[src/rtl/serial_lane_tx_gen_if.sv]
// Parallel-word side and serial lane outputs of the multi-lane
// serial transmitter with comma-based lane synchronisation.
interface serial_lane_tx_gen_if #(
  parameter int LANES = 2,
  parameter int WIDTH = 8
) ();
  logic                   enable;
  logic [LANES*WIDTH-1:0] data_in;
  logic [LANES-1:0]       valid_in;
  logic                   inject_err;
  logic                   ready_out;
  logic [LANES-1:0]       data_out;
  logic                   word_start;
  logic                   sync_done;

  modport master (
    output enable, data_in, valid_in, inject_err,
    input  ready_out, data_out, word_start, sync_done
  );

  modport slave (
    input  enable, data_in, valid_in, inject_err,
    output ready_out, data_out, word_start, sync_done
  );
endinterface

[src/rtl/serial_lane_tx_gen.sv]
// Multi-lane MSB-first serialiser: comma preamble per lane, then data
// words with comma filler on idle lanes and forced error-word injection.
module serial_lane_tx_gen #(
  parameter int               LANES      = 2,
  parameter int               WIDTH      = 8,
  parameter int               SYNC_WORDS = 4,
  parameter logic [WIDTH-1:0] COMMA      = 8'hBC,
  parameter logic [WIDTH-1:0] ERR_WORD   = 8'h7C
) (
  input logic clk_8f,
  input logic reset,
  serial_lane_tx_gen_if.slave bus
);

  localparam int BW = $clog2(WIDTH);
  localparam int SW = (SYNC_WORDS > 1) ? $clog2(SYNC_WORDS) : 1;

  typedef enum logic [1:0] {
    IDLE   = 2'd0,
    SYNC   = 2'd1,
    ACTIVE = 2'd2
  } state_e;

  state_e                      state_q, state_d;
  logic [BW-1:0]               bit_q, bit_d;
  logic [SW-1:0]               sync_q, sync_d;
  logic [LANES-1:0][WIDTH-1:0] sr_q, sr_d;

  logic             load;
  logic             final_sync;
  logic             ready;
  logic [LANES-1:0] dout;

  always_ff @(posedge clk_8f or posedge reset) begin
    if (reset) begin
      state_q <= IDLE;
      bit_q   <= '0;
      sync_q  <= '0;
      sr_q    <= '0;
    end else begin
      state_q <= state_d;
      bit_q   <= bit_d;
      sync_q  <= sync_d;
      sr_q    <= sr_d;
    end
  end

  always_comb begin
    state_d    = state_q;
    bit_d      = bit_q;
    sync_d     = sync_q;
    sr_d       = sr_q;
    load       = (state_q != IDLE) && (bit_q == BW'(WIDTH - 1));
    final_sync = (state_q == SYNC) && (sync_q == SW'(SYNC_WORDS - 1));
    ready      = load && ((state_q == ACTIVE) || final_sync)
                 && bus.enable && !bus.inject_err;

    case (state_q)
      IDLE: begin
        bit_d  = '0;
        sync_d = '0;
        sr_d   = '0;
        if (bus.enable) begin
          for (int i = 0; i < LANES; i++) sr_d[i] = COMMA;
          state_d = SYNC;
        end
      end
      default: begin
        if (load) begin
          bit_d = '0;
          if (!bus.enable) begin
            state_d = IDLE;
            sync_d  = '0;
            sr_d    = '0;
          end else if (!final_sync && (state_q == SYNC)) begin
            for (int i = 0; i < LANES; i++) sr_d[i] = COMMA;
            sync_d = sync_q + SW'(1);
          end else begin
            // Final comma word falls through to the data-load rules.
            state_d = ACTIVE;
            for (int i = 0; i < LANES; i++) begin
              if (bus.inject_err)
                sr_d[i] = ERR_WORD;
              else if (bus.valid_in[i] && ready)
                sr_d[i] = bus.data_in[i*WIDTH +: WIDTH];
              else
                sr_d[i] = COMMA;
            end
          end
        end else begin
          bit_d = bit_q + BW'(1);
          for (int i = 0; i < LANES; i++)
            sr_d[i] = {sr_q[i][WIDTH-2:0], 1'b0};
        end
      end
    endcase

    for (int i = 0; i < LANES; i++) dout[i] = sr_q[i][WIDTH-1];
  end

  assign bus.ready_out  = ready;
  assign bus.data_out   = dout;
  assign bus.word_start = (state_q != IDLE) && (bit_q == '0);
  assign bus.sync_done  = (state_q == ACTIVE);

endmodule

[src/flat_wrapper.sv]
// flat-port wrapper written by rule: the top's interface ports become plain ports
module serial_lane_tx_gen_flat 
#(
  parameter int               LANES      = 2,
  parameter int               WIDTH      = 8,
  parameter int               SYNC_WORDS = 4,
  parameter logic [WIDTH-1:0] COMMA      = 8'hBC,
  parameter logic [WIDTH-1:0] ERR_WORD   = 8'h7C
)
  (clk_8f, reset, bus_enable, bus_data_in, bus_valid_in, bus_inject_err, bus_ready_out, bus_data_out, bus_word_start, bus_sync_done);
  serial_lane_tx_gen_if #(.LANES(LANES), .WIDTH(WIDTH)) bus_i ();
  input logic clk_8f;
  input logic reset;
  input wire logic [$bits(bus_i.enable)-1:0] bus_enable;
  input wire logic [$bits(bus_i.data_in)-1:0] bus_data_in;
  input wire logic [$bits(bus_i.valid_in)-1:0] bus_valid_in;
  input wire logic [$bits(bus_i.inject_err)-1:0] bus_inject_err;
  output wire logic [$bits(bus_i.ready_out)-1:0] bus_ready_out;
  output wire logic [$bits(bus_i.data_out)-1:0] bus_data_out;
  output wire logic [$bits(bus_i.word_start)-1:0] bus_word_start;
  output wire logic [$bits(bus_i.sync_done)-1:0] bus_sync_done;
  assign bus_i.enable = bus_enable;
  assign bus_i.data_in = bus_data_in;
  assign bus_i.valid_in = bus_valid_in;
  assign bus_i.inject_err = bus_inject_err;
  assign bus_ready_out = bus_i.ready_out;
  assign bus_data_out = bus_i.data_out;
  assign bus_word_start = bus_i.word_start;
  assign bus_sync_done = bus_i.sync_done;
  serial_lane_tx_gen #(.LANES(LANES), .WIDTH(WIDTH), .SYNC_WORDS(SYNC_WORDS), .COMMA(COMMA), .ERR_WORD(ERR_WORD)) u_core (.clk_8f(clk_8f), .reset(reset), .bus(bus_i));
endmodule
[config.mk]
export PLATFORM = sky130hd
export DESIGN_NAME = serial_lane_tx_gen_flat
export DESIGN_NICKNAME = d
export VERILOG_FILES = /design/src/rtl/serial_lane_tx_gen_if.sv /design/src/rtl/serial_lane_tx_gen.sv /design/src/flat_wrapper.sv
export SDC_FILE = /design/constraint.sdc
export NUM_CORES = 1
export LEC_CHECK = 0
export BUFFER_PORTS_ARGS = -buffer_cell sky130_fd_sc_hd__buf_2
export CAP_MARGIN = 20
export CORE_MARGIN = 4
export CORE_UTILIZATION = 56
export DETAILED_ROUTE_END_ITERATION = 6
export PLACE_DENSITY = 0.86
export SETUP_SLACK_MARGIN = 0.5
export SYNTH_ARGS = -nofsm -noshare
export SYNTH_HDL_FRONTEND = slang
export SYNTH_SLANG_ARGS = --single-unit
[constraint.sdc]
create_clock -name clk_8f -period 3.1 [get_ports clk_8f]
set_input_delay 0.465 -clock clk_8f [delete_from_list [all_inputs] [get_ports clk_8f]]
set_output_delay 0.465 -clock clk_8f [all_outputs]
set_load 0.01 [all_outputs]
* Word-level counts from Yosys, hierarchy flattened
Index checks and enable logic that the tools add are counted.
** Operators by class
- Add/sub/neg operators :: 2
- $mul :: 0
- Divide/modulo/power cells :: 0
- Magnitude comparators :: 0
- Eq/ne operators :: 7
- Shift-type cells :: 0
- Muxes and demuxes :: 20
- Bitwise operators :: 0
- Reduce and logical (&&, ||, !) cells :: 18
** Operators with widths (count)
- two-way mux 16 bit :: 5
- two-way mux 8 bit :: 4
- two-way mux 2 bit :: 9
- logical AND 1 bit :: 9
- two-way mux 3 bit :: 2
- == test 2 bit (second input constant) :: 2
- nonzero test 2 bit :: 2
- adder 3 x 1 -> 3 bit (second input constant) :: 1
- == test 3 bit (second input constant) :: 1
- zero test 3 bit :: 1
- != test 3 x 1 -> 1 bit (second input constant) :: 1
- != test 3 bit (second input constant) :: 1
- AND reduction 3 bit :: 1
- adder 2 x 1 -> 2 bit (second input constant) :: 1
- == test 2 x 1 -> 1 bit (second input constant) :: 1
- zero test 1 bit :: 2
- zero test 2 bit :: 1
- != test 2 bit (second input constant) :: 1
- AND reduction 2 bit :: 1
- logical OR 1 bit :: 1
** Storage, ports and cells
- Register bits :: 23
- Bits in latches :: 0
- Bits in writable memories :: 0
- Memory bits (read-only) :: 0
- Bits of input ports :: 22
- Output and inout bits :: 5
- Word-level logic and storage cells :: 52
- Memories kept :: 0

* Logic depth before layout (Yosys ltp)
- Depth after elaboration :: 13
- Depth in mapped cells :: 7
- Mapped depth without buffers :: 5

* Least setup slack after synthesis
No wires, ideal clock.
- Path type :: register to register
- Start point :: reg u_core.bit_q[0]
- End point :: reg u_core.sr_q[10] (netlist name)
- Library setup time :: 84 ps
- Arrival time :: 1615 ps
- Data required time :: 3016 ps
- Path slack :: 1401 ps
- Stages on the path, launching flop included :: 8
- Period minus slack after synthesis :: 1699 ps
- Cell sequence :: dfrtp_1 ha_1 ha_1 o21ba_2 clkbuf_1 clkbuf_1 a21oi_1 o21ai_0
** RTL lines
- start, declared :: line serial_lane_tx_gen.sv:25 : logic [BW-1:0] bit_q, bit_d;
- start signal, assigned :: line serial_lane_tx_gen.sv:42 : bit_q <= bit_d;
- end signal, assigned :: line serial_lane_tx_gen.sv:44 : sr_q <= sr_d;
- end, declared :: line serial_lane_tx_gen.sv:27 : logic [LANES-1:0][WIDTH-1:0] sr_q, sr_d;

* Worst setup path after layout
- Start point :: reg u_core.state_q[0]
- End point :: out bus_ready_out
** Between the ends
- Longest elaborated chain between the ends :: 6
- Elaborated cells on any way between the ends :: 9
** RTL lines
- start, declared :: line serial_lane_tx_gen.sv:24 : state_e state_q, state_d;
- start signal, assigned :: line serial_lane_tx_gen.sv:41 : state_q <= state_d;
- == test 2 x 1 -> 1 bit :: line serial_lane_tx_gen.sv:54 : final_sync = (state_q == SYNC) && (sync_q == SW'(SYNC_WORDS - 1));
- logical AND 1 bit :: line serial_lane_tx_gen.sv:54
- logical OR 1 bit :: line serial_lane_tx_gen.sv:55 : ready = load && ((state_q == ACTIVE) || final_sync)
- logical AND 1 bit (*) :: line serial_lane_tx_gen.sv:55
- logical AND 1 bit (*) (2 in series) :: line serial_lane_tx_gen.sv:56 : && bus.enable && !bus.inject_err;
- end, declared :: line flat_wrapper.sv:18 : output wire logic [$bits(bus_i.ready_out)-1:0] bus_ready_out;
Mark *: on every way between the ends. The rest lies on a longest branch, timed or not.

==> qor.yml <==
fin_cells: 158
tns_ps: 0
die_area_mm2: 0.00288
ys_async_sr_fraction_pct: 100
dp_cells: 154
leakage_nw: 0.620
syn_area_mm2: 0.00117
design_area_mm2: 0.00130
ys.flop_type: "dfrtp_1"
routed_wl_mm: 2.31
die_x_um: 53.7
via_count: 920
synth_top_family_by_area: "compound AO/OA/AOI/OAI gates"
grt-ovfl-total: 0
r2r_cells: 5
holdCritPathClass: "in2async"
first_pass_iters: 4
cts_buffers: 3
synth_mux_area_share_pct: 0.856
period_minus_slack_ps: 2260
area_growth_syn_to_layout_pct: 11.1
io_buffers: 26
cts_resized: 0
cts_tree: "done"
fillers: 167
comb_power_share_pct: 34.7
worstMarginPinSlew_ps: 896
maxSlewHeadroom_pct: 40.2
cp-start-kind: "flip-flop"
initialDrtViolationCount: 8
status: "finished, final reports clean"
end_kind: "output port"
synth_adder_area_share_pct: 4.28
clock_sinks: 23
power_switching_w: 0.000321
placed_area_mm2: 0.00127
skew_ps: 2.57
power.share.clock_pct: 14.9
sw_frac_of_total_pct: 35.2
drc_errors: 0
setup_viol: 0
cp.required_ps: 2630
synth-xor-area-share_pct: 0
cp.arrival_ps: 1800
setup_slack_ps: 839
hold_viol_final: 0
r2r_slack_ps: 1200
cap_violations: 0
gp_congestion: 0.842
r2r-start: "u_core.bit_q[0]"
synthSimpleGateAreaFrac_pct: 11.0
core_region_area_mm2: 0.00198
nets: 158
grt.total_usage_pct: 17.3
postCtsHoldBufs: 0
die_height_um: 53.7
seqPwrFrac_pct: 50.5
wl_per_cell_um: 14.6
critical_path_class: "reg2out"
antenna_found_initial: 0
path_max_fanout: 14
grt_max_degree: 24
rsz0062_at_grt: "no"
syn-instance-count: 111
fin_crit_sh_pct: 72.9
synthDistinctLibCells: 30
ant_nets: 0
root_buffer: "clkbuf_4"
clk_path_buf_depth: 2
maxSlewViolCount: 0
drive_gt1_share_pct: 23.7
via_per_inst: 5.82
synth-edff-count: 0
hpwlAfterDp_mm: 1.74
path_clk_slew_ps: 120
synth-compound-area-share_pct: 26.6
synth_seq_cells: 23
start_util_pct: 59.0
insertedDiodeCount: 0
postCtsSetupRepairBufs: 0
ir_drop_v: 0.000410
power.density_mw_per_mm2: 701
place_ws_ps: 1220
synth.yosys.seq_area_share_pct: 49.2
grt_pass1_wl_mm: 3.64
htreeDepth: 1
clock_latency_ps: 300
max_freq_mhz: 442
p_int_w: 0.000591
grt_pass1_vias: 867
row_count: 16
io-pin-count: 27
syn_avg_cell_area_um2: 10.5
r2r-end: "u_core.bus.data_out[0]"
syn_nets: 137
synth_warnings: 0
synth_stat cells (all sizes together), types with 2 or more instances:
| cell | count | area (um^2) |
|---|---|---|
| nand2b | 2 | 12.5 |
| o21ai | 9 | 45.0 |
| nor2 | 2 | 7.51 |
| nand4b | 2 | 17.5 |
| ha | 4 | 50.1 |
| inv | 9 | 33.8 |
| o2bb2ai | 2 | 17.5 |
| a2111o | 2 | 22.5 |
| buf | 7 | 48.8 |
| a221o | 4 | 40.0 |
| nand2 | 2 | 7.51 |
| nor3b | 2 | 15.0 |
| a211oi | 10 | 75.1 |
| a21oi | 13 | 65.1 |
| dfrtp | 23 | 576 |
| clkbuf | 3 | 11.3 |
| and2 | 4 | 25.0 |
flip-flops by register name (all words and copies together) (netlist names):
signal,cells
u_core.bus.data_out,2
u_core.bit_q,3
u_core.sr_q,14
u_core.state_q,2
u_core.sync_q,2
layout make-up:
class | instances | area, um^2 | share of cell area [%]
Timing Repair Buffer | 26 | 130 | 10.0
Inverter | 9 | 33.8 | 2.60
Tap cell | 27 | 33.8 | 2.60
Sequential cell | 23 | 576 | 44.3
Multi-Input combinational cell | 69 | 500 | 38.5
Clock buffer | 4 | 26.3 | 2.02
through the flow:
step,power (W),util (%),hold WS [ps]
6_report,0.000912,65.6,306
5_1_grt,0.000972,65.6,363
4_1_cts,0.000914,65.6,334
3_5_place_dp,0.000781,64.3,458
3_3_place_gp,0.000762,64.3,449
2_1_floorplan,0.000723,-,439
cell families (layout without fill, tap and decap cells):
logic type,count (synthesis),count (layout)
mux,1,1
flops,23,23
simple gates,18,18
buf+inv,19,39
fa+ha+maj,4,4
compound gates,46,46
worst max-delay path: stages, from the launching register on:
cell and delay (ps):
dfrtp_1 530, nand2b_1 440, a211oi_1 340, buf_2 180
worst max path at each step:
stage	start	endpoint	slack [ps]	depth (start not counted)
finish	u_core.state_q[0]	bus_ready_out	840	3
global route	u_core.bit_q[0]	bus_ready_out	740	5
CTS	u_core.bit_q[0]	bus_ready_out	870	5
detailed placement	u_core.bit_q[0]	bus_ready_out	1220	5
global placement	u_core.state_q[0]	bus_ready_out	1270	3
floorplan	u_core.bit_q[0]	u_core.sr_q[10]	1400	7
metal layers:
metal	global-route usage, %	part of all wire [%]
met1	20.5	42
met4	5.96	1.2
met2	31.5	50
met5	0	0
met3	2.77	6.4
power by group through the flow:
stage	sequential, W	combinational [W]	clock (W)
floorplan	0.000431	0.000293	0
CTS	0.000459	0.000318	0.000136
finish	0.000460	0.000316	0.000136
global route	0.000470	0.000351	0.000150
global placement	0.000458	0.000304	0
detailed placement	0.000466	0.000316	0
cell usage in the layout (no fill, tap or decap), drive strengths merged, types with 4 or more instances in the layout:
cell type	n
o21ai	9
a221o	4
and2	4
buf	26
ha	4
clkbuf	4
dfrtp	23
a211oi	10
a21oi	13
inv	9
Power figures use the tool's default switching activity.
